`config.mk`:
```
export PLATFORM = sky130hd
export DESIGN_NAME = assoc_cache_lru_flat
export DESIGN_NICKNAME = d
export VERILOG_FILES = /design/src/rtl/assoc_cache_if.sv /design/src/rtl/assoc_cache_lru.sv /design/src/flat_wrapper.sv
export SDC_FILE = /design/constraint.sdc
export NUM_CORES = 1
export LEC_CHECK = 0
export CAP_MARGIN = 30
export CORE_MARGIN = 5
export CORE_UTILIZATION = 61
export DETAILED_ROUTE_END_ITERATION = 8
export PLACE_DENSITY = 0.81
export SLEW_MARGIN = 20
export SYNTH_ARGS = -nofsm -noshare
export SYNTH_HDL_FRONTEND = slang
export SYNTH_SLANG_ARGS = --single-unit
```
`constraint.sdc`:
```
create_clock -name clk -period 21.2 [get_ports clk]
set_clock_uncertainty 0.05 [all_clocks]
set_input_delay 3.18 -clock clk [delete_from_list [all_inputs] [get_ports clk]]
set_output_delay 3.18 -clock clk [all_outputs]
set_load 0.1 [all_outputs]
```
`src/rtl/assoc_cache_if.sv`:
```
// Request/response/evict bundle between a requester and assoc_cache_lru.
// The master modport is the requester side. The slave modport is the cache side.
interface assoc_cache_if #(
    parameter int TAG_WIDTH  = 16,
    parameter int DATA_WIDTH = 32,
    parameter int ENTRIES    = 8
);
    localparam int IDX_W = $clog2(ENTRIES);

    logic                  req_valid;
    logic                  req_ready;
    logic [1:0]            req_op;
    logic [TAG_WIDTH-1:0]  req_tag;
    logic [DATA_WIDTH-1:0] req_data;
    logic                  resp_valid;
    logic                  resp_ready;
    logic                  resp_hit;
    logic [DATA_WIDTH-1:0] resp_data;
    logic                  evict_valid;
    logic [TAG_WIDTH-1:0]  evict_tag;
    logic [DATA_WIDTH-1:0] evict_data;
    logic [IDX_W:0]        occupancy;

    modport master (
        output req_valid, req_op, req_tag, req_data, resp_ready,
        input  req_ready, resp_valid, resp_hit, resp_data,
               evict_valid, evict_tag, evict_data, occupancy
    );

    modport slave (
        input  req_valid, req_op, req_tag, req_data, resp_ready,
        output req_ready, resp_valid, resp_hit, resp_data,
               evict_valid, evict_tag, evict_data, occupancy
    );
endinterface

```
`src/rtl/assoc_cache_lru.sv`:
```
// Fully-associative tag/data cache with true-LRU replacement.
// One operation is outstanding at a time: IDLE -> EXEC|FLUSH -> RESP -> IDLE.
// The op result is registered on leaving EXEC (or on the last FLUSH step).
// resp_valid is raised one cycle later, so a response arrives 2 edges after accept.
module assoc_cache_lru #(
    parameter int TAG_WIDTH  = 16,
    parameter int DATA_WIDTH = 32,
    parameter int ENTRIES    = 8
) (
    input logic           clk,
    input logic           rst,
    assoc_cache_if.slave  bus
);
    localparam int IDX_W = $clog2(ENTRIES);
    localparam logic [1:0] OP_FLUSH = 2'b00;
    localparam logic [1:0] OP_READ  = 2'b01;
    localparam logic [1:0] OP_WRITE = 2'b10;
    localparam logic [1:0] OP_INVAL = 2'b11;
    localparam logic [IDX_W-1:0] LAST_IDX = IDX_W'(ENTRIES - 1);

    typedef enum logic [1:0] {S_IDLE, S_EXEC, S_FLUSH, S_RESP} state_t;
    state_t state_r, state_nx_s;

    logic [1:0]            op_r;
    logic [TAG_WIDTH-1:0]  tag_r;
    logic [DATA_WIDTH-1:0] data_r;
    logic [IDX_W-1:0]      flush_idx_r;
    logic [ENTRIES-1:0]    valid_r, valid_nx_s;
    logic [IDX_W-1:0]      age_r    [ENTRIES];
    logic [IDX_W-1:0]      age_nx_s [ENTRIES];
    logic [TAG_WIDTH-1:0]  tag_mem_r  [ENTRIES];
    logic [DATA_WIDTH-1:0] data_mem_r [ENTRIES];

    logic                  resp_valid_r, resp_hit_r, evict_valid_r;
    logic [DATA_WIDTH-1:0] resp_data_r, evict_data_r;
    logic [TAG_WIDTH-1:0]  evict_tag_r;
    logic [IDX_W:0]        occ_r;

    logic                  accept_s, resp_done_s;
    logic                  hit_s, free_s, touch_s, wr_s, res_hit_s, res_evict_s;
    logic [IDX_W-1:0]      hit_idx_s, free_idx_s, victim_idx_s, touch_idx_s, wr_idx_s;
    logic [DATA_WIDTH-1:0] res_data_s;

    // Population count of a valid vector; result fits 0..ENTRIES.
    function automatic logic [IDX_W:0] count_valid(input logic [ENTRIES-1:0] v);
        logic [IDX_W:0] n;
        n = '0;
        for (int i = 0; i < ENTRIES; i++) begin
            n = n + {{IDX_W{1'b0}}, v[i]};
        end
        return n;
    endfunction

    assign accept_s    = bus.req_valid && (state_r == S_IDLE);
    assign resp_done_s = (state_r == S_RESP) && resp_valid_r && bus.resp_ready;

    assign bus.req_ready   = (state_r == S_IDLE);
    assign bus.resp_valid  = resp_valid_r;
    assign bus.resp_hit    = resp_hit_r;
    assign bus.resp_data   = resp_data_r;
    assign bus.evict_valid = evict_valid_r;
    assign bus.evict_tag   = evict_tag_r;
    assign bus.evict_data  = evict_data_r;
    assign bus.occupancy   = occ_r;

    // Next-state logic for the op sequencer.
    always_comb begin
        state_nx_s = state_r;
        case (state_r)
            S_IDLE: begin
                if (accept_s) begin
                    state_nx_s = (bus.req_op == OP_FLUSH) ? S_FLUSH : S_EXEC;
                end else begin
                    state_nx_s = S_IDLE;
                end
            end
            S_EXEC:  state_nx_s = S_RESP;
            S_FLUSH: begin
                if (flush_idx_r == LAST_IDX) begin
                    state_nx_s = S_RESP;
                end else begin
                    state_nx_s = S_FLUSH;
                end
            end
            S_RESP: begin
                if (resp_done_s) begin
                    state_nx_s = S_IDLE;
                end else begin
                    state_nx_s = S_RESP;
                end
            end
            default: state_nx_s = S_IDLE;
        endcase
    end

    // Parallel tag match, lowest free line and LRU victim search.
    always_comb begin
        hit_s        = 1'b0;
        hit_idx_s    = '0;
        free_s       = 1'b0;
        free_idx_s   = '0;
        victim_idx_s = '0;
        for (int i = 0; i < ENTRIES; i++) begin
            if (valid_r[i] && (tag_mem_r[i] == tag_r)) begin
                hit_s     = 1'b1;
                hit_idx_s = IDX_W'(i);
            end
            if (age_r[i] == LAST_IDX) begin
                victim_idx_s = IDX_W'(i);
            end
        end
        // Scan downwards so the lowest invalid index wins.
        for (int i = ENTRIES - 1; i >= 0; i--) begin
            if (!valid_r[i]) begin
                free_s     = 1'b1;
                free_idx_s = IDX_W'(i);
            end
        end
    end

    // Op decode: array writes, valid updates, LRU touch and response values.
    always_comb begin
        valid_nx_s  = valid_r;
        touch_s     = 1'b0;
        touch_idx_s = '0;
        wr_s        = 1'b0;
        wr_idx_s    = '0;
        res_hit_s   = 1'b0;
        res_data_s  = '0;
        res_evict_s = 1'b0;
        if (state_r == S_EXEC) begin
            case (op_r)
                OP_READ: begin
                    res_hit_s   = hit_s;
                    touch_s     = hit_s;
                    touch_idx_s = hit_idx_s;
                    res_data_s  = hit_s ? data_mem_r[hit_idx_s] : '0;
                end
                OP_WRITE: begin
                    res_hit_s  = hit_s;
                    res_data_s = data_r;
                    wr_s       = 1'b1;
                    touch_s    = 1'b1;
                    if (hit_s) begin
                        wr_idx_s = hit_idx_s;
                    end else if (free_s) begin
                        wr_idx_s             = free_idx_s;
                        valid_nx_s[free_idx_s] = 1'b1;
                    end else begin
                        wr_idx_s    = victim_idx_s;
                        res_evict_s = 1'b1;
                    end
                    touch_idx_s = wr_idx_s;
                end
                OP_INVAL: begin
                    res_hit_s = hit_s;
                    if (hit_s) begin
                        valid_nx_s[hit_idx_s] = 1'b0;
                        res_data_s            = data_mem_r[hit_idx_s];
                    end else begin
                        res_data_s = '0;
                    end
                end
                default: res_hit_s = 1'b0;
            endcase
        end else if (state_r == S_FLUSH) begin
            valid_nx_s[flush_idx_r] = 1'b0;
        end else begin
            valid_nx_s = valid_r;
        end
    end

    // LRU ages after a touch: younger lines age by one, touched line becomes MRU.
    always_comb begin
        for (int j = 0; j < ENTRIES; j++) begin
            age_nx_s[j] = age_r[j];
        end
        if (touch_s) begin
            for (int j = 0; j < ENTRIES; j++) begin
                if (age_r[j] < age_r[touch_idx_s]) begin
                    age_nx_s[j] = age_r[j] + IDX_W'(1);
                end else begin
                    age_nx_s[j] = age_r[j];
                end
            end
            age_nx_s[touch_idx_s] = '0;
        end else begin
            age_nx_s[0] = age_r[0];
        end
    end

    // State register.
    always_ff @(posedge clk or posedge rst) begin
        if (rst) begin
            state_r <= S_IDLE;
        end else begin
            state_r <= state_nx_s;
        end
    end

    // Request capture, valid/age/occupancy bookkeeping and registered response.
    always_ff @(posedge clk or posedge rst) begin
        if (rst) begin
            op_r          <= 2'b00;
            tag_r         <= '0;
            data_r        <= '0;
            flush_idx_r   <= '0;
            valid_r       <= '0;
            for (int i = 0; i < ENTRIES; i++) begin
                age_r[i] <= IDX_W'(i);
            end
            occ_r         <= '0;
            resp_valid_r  <= 1'b0;
            resp_hit_r    <= 1'b0;
            resp_data_r   <= '0;
            evict_valid_r <= 1'b0;
            evict_tag_r   <= '0;
            evict_data_r  <= '0;
        end else begin
            valid_r <= valid_nx_s;
            for (int i = 0; i < ENTRIES; i++) begin
                age_r[i] <= age_nx_s[i];
            end
            occ_r <= count_valid(valid_nx_s);
            if (accept_s) begin
                op_r        <= bus.req_op;
                tag_r       <= bus.req_tag;
                data_r      <= bus.req_data;
                flush_idx_r <= '0;
            end else if (state_r == S_FLUSH) begin
                flush_idx_r <= flush_idx_r + IDX_W'(1);
            end else begin
                flush_idx_r <= flush_idx_r;
            end
            if (state_r == S_EXEC) begin
                resp_hit_r    <= res_hit_s;
                resp_data_r   <= res_data_s;
                evict_valid_r <= res_evict_s;
                if (res_evict_s) begin
                    evict_tag_r  <= tag_mem_r[victim_idx_s];
                    evict_data_r <= data_mem_r[victim_idx_s];
                end
            end else if ((state_r == S_FLUSH) && (state_nx_s == S_RESP)) begin
                resp_hit_r    <= 1'b0;
                resp_data_r   <= '0;
                evict_valid_r <= 1'b0;
            end else if (resp_done_s) begin
                evict_valid_r <= 1'b0;
            end
            if ((state_r == S_RESP) && !resp_valid_r) begin
                resp_valid_r <= 1'b1;
            end else if (resp_done_s) begin
                resp_valid_r <= 1'b0;
            end else begin
                resp_valid_r <= resp_valid_r;
            end
        end
    end

    // Tag/data storage; contents are qualified by valid_r so no reset is needed.
    always_ff @(posedge clk) begin
        if (wr_s) begin
            tag_mem_r[wr_idx_s]  <= tag_r;
            data_mem_r[wr_idx_s] <= data_r;
        end
    end
endmodule

```
`src/flat_wrapper.sv`:
```
// flat-port wrapper written by rule: the top's interface ports become plain ports
module assoc_cache_lru_flat 
#(
    parameter int TAG_WIDTH  = 16,
    parameter int DATA_WIDTH = 32,
    parameter int ENTRIES    = 8
)
  (clk, rst, bus_req_valid, bus_req_op, bus_req_tag, bus_req_data, bus_resp_ready, bus_req_ready, bus_resp_valid, bus_resp_hit, bus_resp_data, bus_evict_valid, bus_evict_tag, bus_evict_data, bus_occupancy);
  assoc_cache_if #(.TAG_WIDTH(TAG_WIDTH), .DATA_WIDTH(DATA_WIDTH), .ENTRIES(ENTRIES)) bus_i ();
  input logic clk;
  input logic rst;
  input wire logic [$bits(bus_i.req_valid)-1:0] bus_req_valid;
  input wire logic [$bits(bus_i.req_op)-1:0] bus_req_op;
  input wire logic [$bits(bus_i.req_tag)-1:0] bus_req_tag;
  input wire logic [$bits(bus_i.req_data)-1:0] bus_req_data;
  input wire logic [$bits(bus_i.resp_ready)-1:0] bus_resp_ready;
  output wire logic [$bits(bus_i.req_ready)-1:0] bus_req_ready;
  output wire logic [$bits(bus_i.resp_valid)-1:0] bus_resp_valid;
  output wire logic [$bits(bus_i.resp_hit)-1:0] bus_resp_hit;
  output wire logic [$bits(bus_i.resp_data)-1:0] bus_resp_data;
  output wire logic [$bits(bus_i.evict_valid)-1:0] bus_evict_valid;
  output wire logic [$bits(bus_i.evict_tag)-1:0] bus_evict_tag;
  output wire logic [$bits(bus_i.evict_data)-1:0] bus_evict_data;
  output wire logic [$bits(bus_i.occupancy)-1:0] bus_occupancy;
  assign bus_i.req_valid = bus_req_valid;
  assign bus_i.req_op = bus_req_op;
  assign bus_i.req_tag = bus_req_tag;
  assign bus_i.req_data = bus_req_data;
  assign bus_i.resp_ready = bus_resp_ready;
  assign bus_req_ready = bus_i.req_ready;
  assign bus_resp_valid = bus_i.resp_valid;
  assign bus_resp_hit = bus_i.resp_hit;
  assign bus_resp_data = bus_i.resp_data;
  assign bus_evict_valid = bus_i.evict_valid;
  assign bus_evict_tag = bus_i.evict_tag;
  assign bus_evict_data = bus_i.evict_data;
  assign bus_occupancy = bus_i.occupancy;
  assoc_cache_lru #(.TAG_WIDTH(TAG_WIDTH), .DATA_WIDTH(DATA_WIDTH), .ENTRIES(ENTRIES)) u_core (.clk(clk), .rst(rst), .bus(bus_i));
endmodule
```
# ---- After elaboration in Yosys (flattened, before gate mapping)
# Memory sizes are Yosys's and may differ from the RTL's. A register that Yosys moved wholly into a read port is not among the register bits.
# Cells that the tools add are included.
dict set report classes {
  add_sub_neg 16
  multipliers 0
  div_mod_pow 0
  n_lt_le_gt_ge 16
  eq_ne 23
  n_shift 0
  mux 105
  bitwise 8
  reduce_logical 27
}
# operator count
set op_table {}
lappend op_table {{16-bit equality test} 8}
lappend op_table {{3-bit 2-to-1 mux} 42}
lappend op_table {{32-bit 2-to-1 mux} 3}
lappend op_table {{32-bit case mux with 2 select lines} 1}
lappend op_table {{8-bit 2-to-1 mux} 5}
lappend op_table {{1-bit 2-to-1 mux} 38}
lappend op_table {{3-bit by 1-bit adder with 3-bit output, second input constant} 9}
lappend op_table {{4-bit by 1-bit adder with 4-bit output} 6}
lappend op_table {{24-bit AND} 1}
lappend op_table {{3-bit equality test, second input constant} 8}
lappend op_table {{3-bit less-than comparator} 8}
lappend op_table {{24-bit NOT} 1}
lappend op_table {{1-bit logical AND} 17}
lappend op_table {{8-bit AND} 2}
lappend op_table {{8-bit NOT} 2}
lappend op_table {{8-bit case mux with 2 select lines} 1}
lappend op_table {{2-bit 2-to-1 mux} 7}
lappend op_table {{3-bit by 4-bit less-than comparator with 1-bit output, second input constant} 3}
lappend op_table {{2-bit equality test, second input constant} 5}
lappend op_table {{3-bit binary-select mux with 3-bit select} 1}
lappend op_table {{1-bit demux with 3-bit select} 3}
lappend op_table {{3-bit demux with 3-bit select} 1}
lappend op_table {{3-bit by 1-bit greater-or-equal comparator with 1-bit output, second input constant} 3}
lappend op_table {{8-bit OR} 1}
lappend op_table {{15 further kinds} 19}
dict set report totals {
  regBits 126
  latch_bits 0
  mem_bits_rw 384
  rom_bits 0
  in_bits 54
  output_inout_bits 88
  n_memories 2
}
# name depth width rd rd_clocked_by_memory_dff wr line
set memory_table {}
lappend memory_table {u_core.data_mem_r 8 32 2 1 1 assoc_cache_lru.sv:32} ;# logic [DATA_WIDTH-1:0] data_mem_r [ENTRIES];
lappend memory_table {u_core.tag_mem_r 8 16 9 1 1 assoc_cache_lru.sv:31} ;# logic [TAG_WIDTH-1:0] tag_mem_r [ENTRIES];

# ---- Logic depth before layout (Yosys ltp)
# Gate-level depths: netlist of the first run.
# An unclocked memory read counts as a cell.
dict set report depth {
  word_depth 26
  mapped_depth 20
}

# ---- Worst setup path after synthesis of the first run
# Ideal clock, no wire load.
dict set report synth_path {
  kind {register to register}
  startpoint {register u_core.tag_r[10]}
  endpoint {memory u_core.data_mem_r[1][0] (enable)}
  setup_ns 0.590
  arrival_ns 7.637
  required_time_ns 20.560
  setup_slack_ns 12.923
  stages_incl_launch_ff 10
  synth_period_minus_slack_ns 8.277
  cell_sequence {dfrtp_1 buf_4 xor2_1 or4b_1 or4_4 o22ai_4 or3_1 o41ai_2 or2_2 nor4b_1}
}
dict set report synth_via {
  elab_chain_len 13
}
# item line
set synth_lines {}
lappend synth_lines {{from (decl)} assoc_cache_lru.sv:25} ;# logic [TAG_WIDTH-1:0] tag_r;
lappend synth_lines {{from (signal assigned)} assoc_cache_lru.sv:227} ;# tag_r <= bus.req_tag;
lappend synth_lines {{16-bit equality test} assoc_cache_lru.sv:104} ;# if (valid_r[i] && (tag_mem_r[i] == tag_r)) begin
lappend synth_lines {{1-bit logical AND} assoc_cache_lru.sv:104}
lappend synth_lines {{1-bit 2-to-1 mux (8 in series)} assoc_cache_lru.sv:104}
lappend synth_lines {{3-bit 2-to-1 mux *} assoc_cache_lru.sv:144} ;# if (hit_s) begin
lappend synth_lines {{3-bit 2-to-1 mux *} assoc_cache_lru.sv:132} ;# case (op_r)
lappend synth_lines {{3-bit 2-to-1 mux *} assoc_cache_lru.sv:131} ;# if (state_r == S_EXEC) begin
lappend synth_lines {{to (decl)} assoc_cache_lru.sv:32}
# Mark *: on every way between the ends. The rest lies on a longest branch, timed or not.

# ---- Worst setup path in the final report of the first run
dict set report layout_path {
  startpoint {register u_core.tag_r[9]}
  endpoint {register u_core.occ_r[2], in the netlist u_core.bus.occupancy[2]}
}
dict set report layout_via {
  elab_chain_len 25
}
# item line
set layout_lines {}
lappend layout_lines {{16-bit equality test} assoc_cache_lru.sv:104}
lappend layout_lines {{1-bit logical AND} assoc_cache_lru.sv:104}
lappend layout_lines {{1-bit 2-to-1 mux} assoc_cache_lru.sv:104}
lappend layout_lines {{2-bit 2-to-1 mux (2 in series)} assoc_cache_lru.sv:104}
lappend layout_lines {{3-bit 2-to-1 mux (4 in series)} assoc_cache_lru.sv:104}
lappend layout_lines {{3-bit by 4-bit less-than comparator with 1-bit output (not written as such) or 3-bit by 1-bit greater-or-equal comparator with 1-bit output (tied branches)} assoc_cache_lru.sv:158} ;# valid_nx_s[hit_idx_s] = 1'b0;
lappend layout_lines {{1-bit logical AND (not written as such)} assoc_cache_lru.sv:158}
lappend layout_lines {{1-bit 2-to-1 mux (not written as such)} assoc_cache_lru.sv:158}
lappend layout_lines {{1-bit demux with 3-bit select} n/a}
lappend layout_lines {{8-bit NOT (no line)} n/a}
lappend layout_lines {{8-bit AND (no line)} n/a}
lappend layout_lines {{8-bit 2-to-1 mux} assoc_cache_lru.sv:157} ;# if (hit_s) begin
lappend layout_lines {{8-bit case mux with 2 select lines *} assoc_cache_lru.sv:132}
lappend layout_lines {{8-bit 2-to-1 mux *} assoc_cache_lru.sv:131}
lappend layout_lines {{net u_core.valid_nx_s[1]} assoc_cache_lru.sv:28} ;# logic [ENTRIES-1:0] valid_r, valid_nx_s;
lappend layout_lines {{1-bit by 1-bit adder with 2-bit output *} assoc_cache_lru.sv:49} ;# n = n + {{IDX_W{1'b0}}, v[i]};
lappend layout_lines {{4-bit by 1-bit adder with 4-bit output * (6 in series)} assoc_cache_lru.sv:49}
lappend layout_lines {{to (signal assigned)} assoc_cache_lru.sv:224} ;# occ_r <= count_valid(valid_nx_s);
lappend layout_lines {{to (decl)} assoc_cache_lru.sv:37} ;# logic [IDX_W:0] occ_r;
# Mark *: on every way through the listed nets, which the timed path passes. The rest lies on a longest branch.
# A chain may end at the register's enable or synchronous reset.

==> impl_metrics.yaml, run 1 <==
global_route:
  gr-usage-all-layers_pct: 29.8
  gr-usage-met3_pct: 4.39
  grt_overflow: 0
  met2_usage_pct: 47.4
  grt_first_pass_wirelength_um: 113000
  antenna_found_initial: 1
  busiest_layer: "met2"
  met1_usage_pct: 43.2
  grt_max_degree: 97
  first_global_vias: 18343
placement:
  hpwlAfterDp_um: 46900
  place_congestion: 0.991
  port_buffers: 141
  postPlaceCellArea_um2: 29300
floorplan:
  placementRows: 77
  coreArea_um2: 44200
  design.die.area_um2: 48900
  initial_core_util_pct: 61.5
  io_pins: 142
  die_w_um: 221
  fp.dieH_um: 221
logic_synthesis:
  synth_edf_count: 384
  synthFlopType: "edfxtp_1"
  synth.distinct_cells: 77
  yosys_register_bits: 558
  async_flop_share_pct: 31.2
  yosysSeqAreaShare_pct: 58.4
  avgSynthCellArea_um2: 13.8
  synth_nets: 2063
  yosysWarnings: 0
  syn_area_um2: 27200
  netlist_instances: 1965
layout:
  fill_cells: 2895
  fin_nets: 2180
  multi_input_area_um2: 10900
  post-route-cell-area_um2: 31300
  ff_latch_area_um2: 15900
  layout-drive-gt1-share_pct: 17.1
  layout_common_cells: "edfxtp_1 (384), nand2_1 (193), mux2i_1 (181)"
  num_antenna_cells: 0
  layout_commonest_cell: "edfxtp_1"
  area_growth_pct: 14.9
detailed_routing:
  postRouteAntennaNets: 0
  vias_per_cell: 6.63
  drt_iter0_markers: 2042
  drc: 0
  wl_per_cell_um: 27.1
  totalWireLength_um: 73700
  vias: 18036
  dr.pass1.iters: 5
worst_hold_path:
  hp-start: "u_core.bus.evict_data[24]"
  hp-class: "reg -> reg"
job:
  maxCapViolCount: 0
cts:
  cts_tree: "yes"
  numCtsBuffers: 55
  clock-sinks: 558
  cts_hold_buffers: 0
  post_cts_buffers: 0
  ctsResizeCount: 0
  root_buffer: "clkbuf_16"
  htree_num_levels: 2
  clk_path_buf_depth: 3
  clkTransAtPathRegs_ns: 0.06
  clkLatencyLatePin_ns: 0.62
sta:
  maxSlewViolCount: 0
  finalHoldViolations: 0
  worst_pin_slew_ns: 1.01
  max_slew_margin_pct: 32.2
  max_freq_mhz: 162
  fin_crit_ns: 6.16
  tns_ns: 0
  rsz0062_at_grt: "false"
  setup_viol: 0
  fin_crit_sh_pct: 29.0
pwr:
  p_leak_nw: 11.0
  peakVddDrop_uv: 148
  pwr_density_cell_nw_per_um2: 109
critical_path:
  path_max_fanout: 36
  r2r-start: "u_core.tag_r[9]"
  critPathLaunch: "u_core.tag_r[9]"
  worstSetupStartpointType: "register"
  critPathKind: "reg -> reg"
  worstSetupEndpointType: "register"
  arrival_ns: 6.58
  required_ns: 21.62
status:
  status: "complete, no violations"
==> critical path, cell delays in order (launching register included) <==
cell	delay, ns
dfrtp_1	0.78
xor2_1	0.18
nor4b_1	0.73
nor4bb_1	0.57
nand2b_2	0.21
buf_4	0.62
nor3_1	0.25
nand4_1	0.17
a21oi_1	0.10
ha_1	0.29
inv_1	0.05
fa_1	0.47
inv_1	0.05
fa_1	0.45
fa_1	0.42
fa_1	0.45
xor2_1	0.16
==> cells in the mapped netlist (5+ instances only) <==
library cell	n	area, um2
o22ai_1	7	43.8
and2_1	6	37.5
nand2b_1	12	75.1
xnor2_1	96	841
clkbuf_1	75	282
and4_1	8	70.1
and3_1	5	31.3
ha_1	40	500
o21bai_1	5	37.5
a21oi_1	20	100
a22o_1	12	105
nand2_1	193	724
nor2b_1	10	62.6
or4_1	7	52.6
o21ai_0	167	836
buf_1	19	71.3
nor3b_1	8	60.1
mux2_2	85	957
buf_4	5	37.5
buf_2	12	60.1
or3_1	7	43.8
nor4_1	10	62.6
or2_2	5	31.3
mux2i_1	181	1810
dfstp_2	12	315
nand4_1	32	200
o2bb2ai_1	6	52.6
mux4_2	96	2160
nor3_1	24	120
nand3b_1	5	37.5
edfxtp_1	384	11500
dfrtp_1	162	4050
inv_1	18	67.6
o41ai_2	5	81.3
xor2_1	34	298
nor2_1	58	218
nand3_1	23	115
a22oi_1	33	248
o31ai_1	6	45.0
==> cell type report <==
cell class / instances / area share, %
timing repair buffer: 172 / 5.47
clock inverter: 25 / 0.836
tap: 592 / 2.37
clock buffer: 79 / 5.39
sequential: 558 / 50.8
inverter: 19 / 0.244
multi-input combinational: 1276 / 34.9
==> metal layers <==
metal  vias to the layer above  part of all wire [%]
met5                         -                 0.027
met4                         2                   3.2
met3                       159                   8.6
met2                       946                    47
met1                      9184                    41
li1                       7745                     -
==> kinds of logic after synthesis <==
kind of cell / after synthesis / share of synthesized area [%]
fa+ha+maj: 44 / 2.13
compound gates: 304 / 7.18
buf+inv: 131 / 1.96
flops: 558 / 58.4
xor+xnor: 130 / 4.18
mux: 362 / 18.1
simple gates: 436 / 7.99
==> registers in the layout (all words and copies together), names as in the netlist <==
| signal | count |
|---|---|
| u_core.bus.evict_valid | 1 |
| u_core.flush_idx_r | 3 |
| u_core.bus.evict_data | 32 |
| u_core.bus.resp_data | 32 |
| u_core.bus.resp_valid | 1 |
| u_core.data_mem_r | 256 |
| u_core.age_r | 24 |
| u_core.tag_mem_r | 128 |
| u_core.tag_r | 16 |
| u_core.op_r | 2 |
| u_core.valid_r | 8 |
| u_core.bus.occupancy | 4 |
| u_core.bus.evict_tag | 16 |
| u_core.data_r | 32 |
| u_core.state_r | 2 |
| u_core.bus.resp_hit | 1 |
==> per-stage QoR <==
| stage | instances | hold slack, ns | util [%] | power (mW) | setup WS, ns |
|---|---|---|---|---|---|
| 6_report | 2721 | 0.432 | 70.7 | 3.41 | 15.04 |
| 5_1_grt | 2721 | 0.464 | 70.7 | 3.52 | 14.80 |
| 4_1_cts | 2719 | 0.437 | 70.7 | 3.40 | 15.14 |
| 3_5_place_dp | 2615 | 0.424 | 66.3 | 2.38 | 15.18 |
| 3_3_place_gp | 2613 | 0.411 | 66.1 | 2.36 | 15.30 |
| 2_1_floorplan | 1965 | 0.420 | - | 2.10 | 12.92 |
==> power by group <==
| group | switching [mW] | internal [mW] |
|---|---|---|
| clock network | 0.422 | 0.603 |
| registers | 0.214 | 1.37 |
| logic | 0.544 | 0.251 |
==> path summary, 6_finish.rpt <==
path | endpoint | slack (ns) | depth (start not counted)
max | u_core.bus.occupancy[2] | 15.04 | 16
min | u_core.bus.evict_data[24] | 0.43 | 2
max reg2reg | u_core.bus.occupancy[2] | 15.04 | 16
min reg2reg | u_core.bus.evict_data[24] | 0.43 | 2
max in group asynchronous | u_core.tag_r[10] | 16.88 | 3
min in group asynchronous | u_core.bus.evict_data[22] | 2.92 | 2
No activity file was read; power rests on OpenSTA's default activity.
==> run 2: changes to the inputs <==
Clock period 21.2 ns to 6.08 ns, I/O delays scaled along.
==> run 2 against run 1 <==
  * Clock power rose to 3.5 times the previous value
  * Critical path depth did not move
  * Design area increased by 0.66%
  * Core utilization is 0.46 points higher
  * Sequential power rose to 3.4 times the previous value
  * Combinational power rose to 3.7 times the previous value
  * Worst setup slack worse by 15 ns
  * Die area did not move
  * Critical path type unchanged
  * Highest routed layer is now met4
==> impl_metrics.yaml, run 2 (synthesis results as in run 1) <==
sta:
  max_slew_margin_pct: 25.1
  setup_ws_ns: 0.324
  setup_viol: 0
  whs_ns: 0.428
  fin_crit_sh_pct: 94.7
  rsz0062_at_grt: "false"
  worst_pin_slew_ns: 1.12
  maxSlewViolCount: 0
  max_freq_mhz: 174
  fin_crit_ns: 5.76
  tns_ns: 0
  finalHoldViolations: 0
detailed_routing:
  drt_iter0_markers: 1923
  postRouteAntennaNets: 0
  dr.pass1.iters: 5
  wl_per_cell_um: 27.1
  drc: 0
  vias: 18155
  totalWireLength_um: 74300
  vias_per_cell: 6.61
cts:
  clk_path_buf_depth: 3
  clock-sinks: 558
  root_buffer: "clkbuf_16"
  post_cts_buffers: 0
  cts_hold_buffers: 0
  ctsResizeCount: 0
  clkLatencyLatePin_ns: 0.62
  numCtsBuffers: 56
  cts_tree: "yes"
  htree_num_levels: 2
  clkTransAtPathRegs_ns: 0.06
critical_path:
  required_ns: 6.53
  worstReg2RegEnd: "u_core.bus.occupancy[2]"
  critPathLaunch: "u_core.tag_r[8]"
  slowest_stage: "dfrtp_1"
  reg2regPathDepth: 16
  cp_slowest_stage_delay_ns: 0.75
  r2r-start: "u_core.tag_r[8]"
  path_max_fanout: 17
  worstSetupEndpointType: "register"
  crit_path_frequent_cell: "fa_1"
  worstSetupStartpointType: "register"
  crit_chain: "xor2_1 -> or4b_1 -> nor2_1 -> or4b_2 -> or4b_2 -> nor3_1 -> nand4_1 -> a21oi_1 -> ha_1 -> inv_1 -> fa_1 -> inv_1 -> fa_1 -> fa_1 -> fa_1 -> xor2_1"
  critPathKind: "reg -> reg"
  reg2reg_slack_ns: 0.32
  arrival_ns: 6.20
layout:
  fin_nets: 2203
  fill_cells: 2843
  post-route-cell-area_um2: 31500
  num_antenna_cells: 0
  ff_latch_area_um2: 15900
  multi_input_area_um2: 10900
  largest_reg_flops: 256
  layout_common_cells: "edfxtp_1 (384), nand2_1 (193), mux2i_1 (181)"
  area_growth_pct: 15.7
  layout_commonest_cell: "edfxtp_1"
  layout-drive-gt1-share_pct: 17.5
  top_register: "u_core.data_mem_r"
  reg_top3: "u_core.data_mem_r: 256 flops, u_core.tag_mem_r: 128 flops"
global_route:
  gr-usage-all-layers_pct: 30.2
  grt_max_degree: 97
  met2_usage_pct: 48.5
  first_global_vias: 18302
  busiest_layer: "met2"
  gr-usage-met3_pct: 5.70
  antenna_found_initial: 0
  met1_usage_pct: 43.2
  grt_first_pass_wirelength_um: 114000
  grt_overflow: 0
floorplan:
  die_w_um: 221
  io_pins: 142
  coreArea_um2: 44200
  design.die.area_um2: 48900
  initial_core_util_pct: 61.5
  placementRows: 77
  fp.dieH_um: 221
job:
  maxCapViolCount: 0
worst_hold_path:
  holdPathEnd: "u_core.bus.resp_data[10]"
  hp-start: "u_core.bus.resp_data[10]"
  hp-class: "reg -> reg"
  whs_path_depth: 2
placement:
  place_congestion: 1.07
  hpwlAfterDp_um: 48000
  postPlaceCellArea_um2: 29500
  pre_cts_ws_ns: 0.438
  port_buffers: 141
pwr:
  p_sw_mw: 4.12
  clockPowerShare_pct: 30.0
  p_leak_nw: 11.2
  p_int_mw: 7.83
  peakVddDrop_uv: 399
  power_frac_comb_pct: 24.6
  swShare_pct: 34.5
  seq_power_share_pct: 45.4
  pwr_density_cell_nw_per_um2: 380
status:
  status: "complete, no violations"
## run 2: how the worst max path moves through the flow
stage	end	slack, ns	cells after the start
6_report	u_core.bus.occupancy[2]	0.32	16
5_1_grt	u_core.age_r[19]	0.06	18
4_1_cts	u_core.bus.occupancy[2]	0.40	16
3_5_place_dp	u_core.bus.occupancy[2]	0.44	16
3_3_place_gp	u_core.bus.occupancy[2]	0.52	17
2_1_floorplan	u_core.data_mem_r[1][0]	0.19	9
## run 2: power by group through the flow
stage          clock, mW  sequential [mW]  combinational [mW]
2_1_floorplan          0             5.97                1.34
3_3_place_gp           0             5.43                2.86
3_5_place_dp           0             5.48                2.89
4_1_cts             3.62             5.41                2.90
5_1_grt             3.80             5.49                3.07
6_report            3.59             5.43                2.93
## run 2: per-stage QoR
stage | util (%) | std cells | power (mW)
detailed placement | 66.7 | 2638 | 8.36
global route | 71.2 | 2745 | 12.4
global placement | 66.6 | 2634 | 8.29
finish | 71.2 | 2745 | 11.9
CTS | 71.1 | 2744 | 11.9
floorplan | - | 1965 | 7.31
## run 2: area by class of cell
class,instances,share of cell area [%]
Sequential cell,558,50.5
Multi-Input combinational cell,1276,34.7
Timing Repair Buffer,194,6.05
Clock buffer,82,5.19
Tap cell,592,2.35
Clock inverter,24,0.958
Inverter,19,0.242
## run 2: critical path, delay by kind of cell, from the launching register on
kind            cells  cell delay, ns
simple gates        6            1.88
fa+ha+maj           5            1.98
buf+inv             2            0.15
compound gates      1            0.26
xor+xnor            2            0.57
flops               1            0.75
## run 2: metal layers
metal  vias to the layer above  share of wire, %
li1                       7801                 -
met1                      9261                40
met2                       968                48
met3                       125               8.8
met4                         0               2.8
met5                         -                 0
==> run 3: changes to the inputs <==
Clock period 6.08 ns to 6.1 ns, I/O delays scaled along.
==> run 3 against run 2 <==
  * Via count decreased by 0.30%
  * Sequential share of layout area grew 0.068 points
  * Largest cell class unchanged
  * Highest routed layer unchanged
  * Combinational power down 2%
  * Flip-flop and latch count unchanged
  * Core utilization down 0.096 points
  * Critical path depth grew 2
  * First-iteration DRC count decreased by 7.9%
  * Non-clock buffer count fell by 4
==> impl_metrics.yaml, run 3 (synthesis results as in run 1) <==
status:
  status: "complete, no violations"
floorplan:
  initial_core_util_pct: 61.5
  coreArea_um2: 44200
  placementRows: 77
  design.die.area_um2: 48900
  io_pins: 142
  die_w_um: 221
  fp.dieH_um: 221
layout:
  num_antenna_cells: 0
  top_register: "u_core.data_mem_r"
  layout-drive-gt1-share_pct: 17.5
  largest_reg_flops: 256
  layout_common_cells: "edfxtp_1 (384), nand2_1 (193), mux2i_1 (181)"
  area_growth_pct: 15.5
  post-route-cell-area_um2: 31400
  stdcell_count: 2741
  final_util_pct: 71.1
  multi_input_area_um2: 10900
  reg_top3: "u_core.data_mem_r: 256 flops, u_core.tag_mem_r: 128 flops"
  fill_cells: 2841
  layout_commonest_cell: "edfxtp_1"
  fin_nets: 2199
  ff_latch_area_um2: 15900
critical_path:
  reg2reg_slack_ns: 0.36
  critPathKind: "reg -> reg"
  reg2regPathDepth: 18
  r2r-start: "u_core.tag_r[1]"
  arrival_ns: 6.20
  required_ns: 6.56
  worstSetupEndpointType: "register"
  path_max_fanout: 17
  worstSetupStartpointType: "register"
  worstReg2RegEnd: "u_core.age_r[20]"
worst_hold_path:
  holdPathEnd: "u_core.bus.evict_data[27]"
  hp-start: "u_core.bus.evict_data[27]"
  hp-class: "reg -> reg"
  whs_path_depth: 2
global_route:
  antenna_found_initial: 0
  grt_overflow: 0
  grt_first_pass_wirelength_um: 113000
  grt_max_degree: 105
  gr-usage-all-layers_pct: 30.0
  first_global_vias: 18376
cts:
  post_cts_buffers: 0
  clk_path_buf_depth: 3
  cts_hold_buffers: 0
  ctsResizeCount: 0
  clkTransAtPathRegs_ns: 0.06
  numCtsBuffers: 56
  clkLatencyLatePin_ns: 0.65
  cts_tree: "yes"
  root_buffer: "clkbuf_16"
  htree_num_levels: 2
  clock-sinks: 558
detailed_routing:
  dr.pass1.iters: 5
  wl_per_cell_um: 27.3
  drt_iter0_markers: 1771
  vias: 18100
  postRouteAntennaNets: 0
  vias_per_cell: 6.60
  drc: 0
  totalWireLength_um: 74800
sta:
  tns_ns: 0
  setup_viol: 0
  whs_ns: 0.428
  max_slew_margin_pct: 31.5
  worst_pin_slew_ns: 1.02
  setup_ws_ns: 0.363
  rsz0062_at_grt: "false"
  maxSlewViolCount: 0
  max_freq_mhz: 174
  finalHoldViolations: 0
  fin_crit_ns: 5.74
  fin_crit_sh_pct: 94.0
placement:
  postPlaceCellArea_um2: 29500
  place_congestion: 1.01
  port_buffers: 141
  hpwlAfterDp_um: 48100
  pre_cts_ws_ns: 0.556
  placed_cells: 2634
job:
  maxCapViolCount: 0
pwr:
  peakVddDrop_uv: 480
  p_leak_nw: 11.1
  pwr_density_cell_nw_per_um2: 376
  total_power_mw: 11.8
==> run 3: changes by cell type in the layout (fill, tap and decap cells not counted), sizes merged <==
| cell | delta |
|---|---|
| clkbuf | -5 |
| clkinvlp | +5 |
| bufinv | -2 |
| clkinv | -2 |
| buf | -4 |
| inv | +4 |
==> run 3: worst max path at each step <==
stage / startpoint / end
CTS: u_core.tag_r[1] / u_core.bus.occupancy[2]
global route: u_core.tag_r[1] / u_core.age_r[6]
floorplan: u_core.tag_r[10] / u_core.data_mem_r[1][0]
detailed placement: u_core.tag_r[4] / u_core.age_r[20]
finish: u_core.tag_r[1] / u_core.age_r[20]
global placement: u_core.tag_r[4] / u_core.age_r[20]
==> run 3: layout make-up <==
type | instances | area share (%)
Inverter | 19 | 0.243
Tap cell | 592 | 2.36
Clock inverter | 29 | 1.05
Clock buffer | 77 | 4.93
Multi-Input combinational cell | 1276 | 34.7
Timing Repair Buffer | 190 | 6.10
Sequential cell | 558 | 50.6
==> run 3: per-layer routing <==
layer	global-route usage (%)	vias to the layer above	share of wire, %
met5	0	-	0
met2	49.4	918	49
met3	5.10	129	7.8
met1	41.8	9266	41
met4	9.20	0	3.0
li1	-	7787	-
==> run 3: where the power goes <==
part	internal, mW	switching [mW]	leakage [nW]
clock	1.97	1.51	0.899
sequential	4.77	0.696	5.73
combinational	0.903	1.96	4.46
total	7.65	4.17	11.1
==> run 3: worst max-delay path, cell delays in order, from the launching register on <==
cell and delay, ns:
dfrtp_1 0.81, xor2_1 0.24, or4b_1 0.56, nor4_2 0.28
o211ai_1 0.14, a211oi_1 0.50, a211oi_1 0.24, or2_2 0.44
a21oi_1 0.30, nand2_1 0.11, a31oi_1 0.18, o22ai_1 0.10
a22o_1 0.41, ha_1 0.34, or3_1 0.37, o21a_1 0.13
o211ai_1 0.09, nand2_1 0.10, a32o_1 0.22
